## src/rtl/uart_pkg.sv

```systemverilog
// rtl/uart_pkg.sv - shared state encoding and defaults for the UART transmit path
//
// Contents:
//   tx_state_t      - 3-bit serializer state encoding (IDLE, START, DATA, PARITY, STOP)
//   DEF_BITWIDTH    - default data byte / baud divisor width
//   DEF_OVERSAMPLE  - default baud ticks per serial bit
package uart_pkg;

    localparam int DEF_BITWIDTH   = 8;
    localparam int DEF_OVERSAMPLE = 16;

    typedef enum logic [2:0] {
        IDLE   = 3'd0,
        START  = 3'd1,
        DATA   = 3'd2,
        PARITY = 3'd3,
        STOP   = 3'd4
    } tx_state_t;

endpackage

```

## src/rtl/uart_baud_gen.sv

```systemverilog
// rtl/uart_baud_gen.sv - programmable baud tick generator for the transmit serializer
//
// Ports:
//   pclk      in   core clock, rising edge
//   presetn   in   asynchronous active-low reset
//   en        in   counter runs while high
//   clr       in   synchronous clear, dominates en
//   baud_val  in   divisor; one tick every baud_val+1 enabled cycles
//   tick      out  high in the cycle the counter equals baud_val
module uart_baud_gen
    import uart_pkg::*;
#(
    parameter int BITWIDTH = DEF_BITWIDTH
) (
    input  logic                pclk,
    input  logic                presetn,
    input  logic                en,
    input  logic                clr,
    input  logic [BITWIDTH-1:0] baud_val,
    output logic                tick
);

    logic [BITWIDTH-1:0] cnt;

    // baud_val is compared live; a mid-frame change only disturbs that frame's timing.
    assign tick = en && (cnt == baud_val);

    always_ff @(posedge pclk or negedge presetn) begin
        if (!presetn) begin
            cnt <= '0;
        end else if (clr) begin
            cnt <= '0;
        end else if (en) begin
            cnt <= (cnt == baud_val) ? '0 : cnt + 1'b1;
        end
    end

endmodule

```

## src/rtl/uart_tx_engine.sv

```systemverilog
// rtl/uart_tx_engine.sv - UART transmit FIFO plus 8N1 / 8-bit-plus-parity serializer
//
// Ports:
//   pclk, presetn          core clock and asynchronous active-low reset
//   baud_val               baud divisor (tick every baud_val+1 cycles)
//   tx_data, tx_wr         byte to send and its one-cycle write strobe
//   parity_en, parity_odd  parity enable and sense, latched per frame at pop
//   txd                    registered serial output, idles high
//   tf_full, tf_empty      registered FIFO status
//   tx_busy                a frame is in progress
//   tx_done                one-cycle pulse after each stop bit
//   tx_ovf                 one-cycle pulse after a write hit a full FIFO
module uart_tx_engine
    import uart_pkg::*;
#(
    parameter int BITWIDTH   = DEF_BITWIDTH,
    parameter int FIFO_DEPTH = 4,
    parameter int OVERSAMPLE = DEF_OVERSAMPLE
) (
    input  logic                pclk,
    input  logic                presetn,
    input  logic [BITWIDTH-1:0] baud_val,
    input  logic [BITWIDTH-1:0] tx_data,
    input  logic                tx_wr,
    input  logic                parity_en,
    input  logic                parity_odd,
    output logic                txd,
    output logic                tf_full,
    output logic                tf_empty,
    output logic                tx_busy,
    output logic                tx_done,
    output logic                tx_ovf
);

    localparam int PTR_W = $clog2(FIFO_DEPTH);
    localparam int CNT_W = PTR_W + 1;
    localparam int OS_W  = $clog2(OVERSAMPLE);
    localparam int BIT_W = $clog2(BITWIDTH);

    localparam logic [CNT_W-1:0] FULL_CNT = CNT_W'(FIFO_DEPTH);
    localparam logic [OS_W-1:0]  OS_LAST  = OS_W'(OVERSAMPLE - 1);
    localparam logic [BIT_W-1:0] BIT_LAST = BIT_W'(BITWIDTH - 1);

    // ---------------- transmit FIFO ----------------
    logic [BITWIDTH-1:0] mem [FIFO_DEPTH];
    logic [PTR_W-1:0]    wr_ptr;
    logic [PTR_W-1:0]    rd_ptr;
    logic [CNT_W-1:0]    count;
    logic [CNT_W-1:0]    count_nxt;
    logic                wr_acc;
    logic                pop;

    tx_state_t           state;

    // Acceptance uses the registered full flag, so a same-cycle pop cannot rescue a write.
    assign wr_acc = tx_wr && !tf_full;
    assign pop    = (state == IDLE) && !tf_empty;

    always_comb begin
        count_nxt = count;
        if (wr_acc && !pop) begin
            count_nxt = count + CNT_W'(1);
        end else if (pop && !wr_acc) begin
            count_nxt = count - CNT_W'(1);
        end
    end

    always_ff @(posedge pclk or negedge presetn) begin
        if (!presetn) begin
            wr_ptr   <= '0;
            rd_ptr   <= '0;
            count    <= '0;
            tf_full  <= 1'b0;
            tf_empty <= 1'b1;
            tx_ovf   <= 1'b0;
        end else begin
            if (wr_acc) begin
                wr_ptr <= wr_ptr + PTR_W'(1);
            end
            if (pop) begin
                rd_ptr <= rd_ptr + PTR_W'(1);
            end
            count    <= count_nxt;
            tf_full  <= (count_nxt == FULL_CNT);
            tf_empty <= (count_nxt == '0);
            tx_ovf   <= tx_wr && tf_full;
        end
    end

    // Storage needs no reset: entries are only read after being written.
    always_ff @(posedge pclk) begin
        if (wr_acc) begin
            mem[wr_ptr] <= tx_data;
        end
    end

    // ---------------- baud and bit timing ----------------
    logic            tick;
    logic            bit_end;
    logic [OS_W-1:0] os_cnt;

    uart_baud_gen #(
        .BITWIDTH (BITWIDTH)
    ) u_baud_gen (
        .pclk     (pclk),
        .presetn  (presetn),
        .en       (state != IDLE),
        .clr      (state == IDLE),
        .baud_val (baud_val),
        .tick     (tick)
    );

    assign bit_end = tick && (os_cnt == OS_LAST);
    assign tx_busy = (state != IDLE);

    // ---------------- serializer ----------------
    logic [BITWIDTH-1:0] shift;
    logic [BIT_W-1:0]    bit_cnt;
    logic                par_en_q;
    logic                par_bit;

    always_ff @(posedge pclk or negedge presetn) begin
        if (!presetn) begin
            state    <= IDLE;
            shift    <= '0;
            bit_cnt  <= '0;
            os_cnt   <= '0;
            par_en_q <= 1'b0;
            par_bit  <= 1'b0;
            txd      <= 1'b1;
            tx_done  <= 1'b0;
        end else begin
            tx_done <= 1'b0;

            if (state == IDLE) begin
                os_cnt <= '0;
            end else if (tick) begin
                os_cnt <= (os_cnt == OS_LAST) ? '0 : os_cnt + OS_W'(1);
            end

            // txd is loaded together with each state change so it never glitches.
            case (state)
                IDLE: begin
                    txd     <= 1'b1;
                    bit_cnt <= '0;
                    if (pop) begin
                        shift    <= mem[rd_ptr];
                        par_en_q <= parity_en;
                        // Parity is computed once at load since shift is consumed during DATA.
                        par_bit  <= (^mem[rd_ptr]) ^ parity_odd;
                        txd      <= 1'b0;
                        state    <= START;
                    end
                end
                START: begin
                    if (bit_end) begin
                        txd   <= shift[0];
                        state <= DATA;
                    end
                end
                DATA: begin
                    if (bit_end) begin
                        if (bit_cnt == BIT_LAST) begin
                            if (par_en_q) begin
                                txd   <= par_bit;
                                state <= PARITY;
                            end else begin
                                txd   <= 1'b1;
                                state <= STOP;
                            end
                        end else begin
                            txd     <= shift[1];
                            shift   <= shift >> 1;
                            bit_cnt <= bit_cnt + BIT_W'(1);
                        end
                    end
                end
                PARITY: begin
                    if (bit_end) begin
                        txd   <= 1'b1;
                        state <= STOP;
                    end
                end
                STOP: begin
                    if (bit_end) begin
                        txd     <= 1'b1;
                        tx_done <= 1'b1;
                        state   <= IDLE;
                    end
                end
                default: begin
                    txd   <= 1'b1;
                    state <= IDLE;
                end
            endcase
        end
    end

endmodule
```

## config.mk

```make
export PLATFORM = sky130hd
export DESIGN_NAME = uart_tx_engine
export DESIGN_NICKNAME = d
export VERILOG_FILES = /design/src/rtl/uart_pkg.sv /design/src/rtl/uart_baud_gen.sv /design/src/rtl/uart_tx_engine.sv
export SDC_FILE = /design/constraint.sdc
export NUM_CORES = 1
export LEC_CHECK = 0
export BUFFER_PORTS_ARGS = -buffer_cell sky130_fd_sc_hd__buf_4
export CAP_MARGIN = 20
export CORE_ASPECT_RATIO = 0.5
export CORE_UTILIZATION = 48
export CTS_CLUSTER_DIAMETER = 150
export DETAILED_ROUTE_END_ITERATION = 10
export PLACE_DENSITY_LB_ADDON = 0.05
export SYNTH_ARGS = -nofsm -noshare
export SYNTH_HDL_FRONTEND = slang
export SYNTH_SLANG_ARGS = --single-unit
```

## constraint.sdc

```tcl
create_clock -name pclk -period 6.2 [get_ports pclk]
set_clock_uncertainty 0.05 [all_clocks]
set_input_delay 0.31 -clock pclk [delete_from_list [all_inputs] [get_ports pclk]]
set_output_delay 0.31 -clock pclk [all_outputs]
set_load 0.01 [all_outputs]
```

==> impl_metrics.toml <==
[timing]
finalSetupTns_ns = 0
setup_violations = 0
report.final.slew_viol_count = 0
min_period_ns = 2.35
slew_headroom_pct = 52.2
finalCritPeriodShare_pct = 37.8
tightestPinTransition_ns = 0.714
whs_ns = 0.121
fmax_mhz = 426
rsz0062_at_grt = "no"
hold_viol = 0

[cells_and_area]
drive_above_1_share_pct = 20.7
antenna_cells = 0
final_nets = 320
nFillCells = 563
syn_to_final_growth_pct = 17.1
final_core_util_pct = 58.5

[power]
seqPwrFrac_pct = 44.2
power_density_nw_per_um2 = 403
p_switching_uw = 459
p_comb_share_pct = 24.2
p_leak_nw = 1.60
clkPwrFrac_pct = 31.6
p_sw_share_pct = 29.0
peakVddDrop_uv = 229
cellInternalPower_mw = 1.13

[synthesis]
yosysWarnings = 0
syn_area_um2 = 3360
synthCells = 259
synth_seq_cells = 72
synthArstFlopShare_pct = 55.6
syn_nets = 290
ys_seq_area_share_pct = 58.4
synth-edff-count = 32
ys.flop_type = "dfrtp_1"
synthDistinctLibCells = 45
syn_avg_cell_area_um2 = 13.0

[worst_hold_path]
worstHoldEndpoint = "mem[2][2]"
min-delay-start = "tx_data[2]"
hold_depth = 1
hold_path_class = "primary input to flip-flop"

[setup_path]
reg2reg_slack_ns = 3.85
cp.arrival_ns = 2.50
path_cells = "mux4_2, xor2_1, xnor3_1, xnor2_1, o21ai_1"
crit_family = "XOR/XNOR gates"
critPathBufInv = 0
critical_path_class = "flip-flop to flip-flop"
cp_slowest_stage_delay_ns = 0.71
slowest_stage = "dfrtp_1"
required_ns = 6.35
reg2reg_from = "rd_ptr[0]"
crit_path_start_kind = "flip-flop"
end_kind = "flip-flop"
worstRegToRegCells = 5
reg2reg_to = "par_bit"
cp_max_fo = 10
crit_start = "rd_ptr[0]"

[floorplanning]
dieArea_um2 = 7360
fp.dieW_um = 120
core_um2 = 6730
fp.dieH_um = 61.2
ios = 27
rows = 21
floorplan.initialDensity_pct = 50.0

[placement]
hpwl_um = 4170
port_buffers = 26
routabilityCongestion = 0.781

[detailed_routing]
via_per_inst = 5.35
wl_um = 6210
drc = 0
wire_per_inst_um = 16.1
drt-initial-drc-count = 88
firstDrtPassIters = 4
ant_nets = 0
vias = 2065

[clock_tree]
cts_resized = 0
cts_hold_buf = 1
cts.htree.levels = 3
cts_tree = "done"
clock_sinks = 72
post_cts_buffers = 0
clk_pin_slew_ns = 0.06
clock_latency_ns = 0.34
clockBufferDepth = 2
numCtsBuffers = 9
cts_root_buf = "clkbuf_16"

[run]
drv_cap = 0

[grt]
grt_pass1_vias = 1996
grt_overflow = 0
antenna_found_initial = 0
grt_max_degree = 41
grt_usage_pct = 18.9
grt_pass1_wl_um = 10000

[status]
status = "finished, final reports clean"
[cell usage in the layout, fill, tap and decap left out, types with 8 or more instances in the layout]
cell type  netlist  layout
inv_1           12      12
nand2_1         16      16
clkbuf_16        0       9
dfrtp_1         38      38
ha_1            10      10
nor2_1          16      16
xnor2_1         11      11
edfxtp_1        32      32
a2bb2oi_1       10      10
buf_4            0      26
mux4_2           8       8
xor2_1          15      15
[cell type report]
class / count / area (µm²) / share of cell area, %
sequential: 72 / 1960 / 49.9
multi-input combinational: 166 / 1310 / 33.4
clock buffer: 10 / 229 / 5.82
timing repair buffer: 27 / 205 / 5.21
tap: 92 / 115 / 2.92
clock inverter: 6 / 61.3 / 1.56
inverter: 13 / 48.8 / 1.24
[state kept, by name, summed over array words and instances (netlist names), 2 cells and up]
register,flops
bit_cnt,3
shift,8
rd_ptr,2
u_baud_gen.cnt,8
mem,32
wr_ptr,2
os_cnt,4
state,3
count,3
[kinds of logic (layout without fill, tap and decap cells)]
logic type	Yosys count	in the layout	share of synthesized area (%)
xor+xnor	27	27	7.44
mux	11	11	6.29
flops	72	72	58.4
fa+ha+maj	10	10	3.72
simple gates	70	70	11.7
buf+inv	21	56	2.49
compound gates	48	48	9.90
[stage by stage]
stage,worst slack (ns),instances,instance area (µm²),power [mW]
final,3.85,386,3940,1.59
after global routing,3.67,386,3940,1.68
after CTS,3.82,386,3940,1.60
after detailed placement,3.87,369,3640,1.10
after global placement,3.90,369,3640,1.09
after floorplan,4.14,259,3360,0.998
[worst max-delay path by stage]
| stage | to | slack [ns] | cells past startpoint |
|---|---|---|---|
| final | par_bit | 3.85 | 5 |
| after global routing | par_bit | 3.67 | 5 |
| after CTS | par_bit | 3.82 | 5 |
| after detailed placement | par_bit | 3.87 | 5 |
| after global placement | par_bit | 3.90 | 5 |
| after floorplan | par_bit | 4.14 | 6 |
[per-layer routing]
metal,global-route usage [%],wire (µm),up-vias
met3,7.41,289,6
met4,6.88,74,0
met1,23.9,2990,1014
li1,-,-,1010
met2,30.1,2860,35
met5,0,0,-
[worst register-to-register path, stage by stage (launching register included)]
cell     delay (ns)
dfrtp_1        0.71
mux4_2         0.62
xor2_1         0.18
xnor3_1        0.42
xnor2_1        0.16
o21ai_1        0.08
[power groups by stage]
stage	logic (mW)	registers, mW	clock network [mW]
2_1_floorplan	0.317	0.680	0
3_3_place_gp	0.380	0.706	0
3_5_place_dp	0.386	0.710	0
4_1_cts	0.391	0.702	0.511
5_1_grt	0.431	0.717	0.531
6_report	0.384	0.700	0.501
[cell usage after synthesis, drive strengths merged, types with 3 or more instances]
library cell / n / area, µm²
dfrtp: 38 / 951
edfxtp: 32 / 961
nor2: 17 / 66.3
nand2: 16 / 60.1
xor2: 15 / 131
inv: 13 / 48.8
xnor2: 11 / 96.3
a2bb2oi: 10 / 87.6
ha: 10 / 125
o21ai: 10 / 53.8
and2: 9 / 58.8
mux4: 8 / 180
nand3: 7 / 35.0
o22ai: 7 / 43.8
a21oi: 5 / 25.0
a31oi: 5 / 31.3
and3: 5 / 31.3
buf: 4 / 20.0
clkbuf: 4 / 15.0
nand4: 3 / 18.8
nor2b: 3 / 18.8
Note: power is estimated with default switching activity, not from simulation.
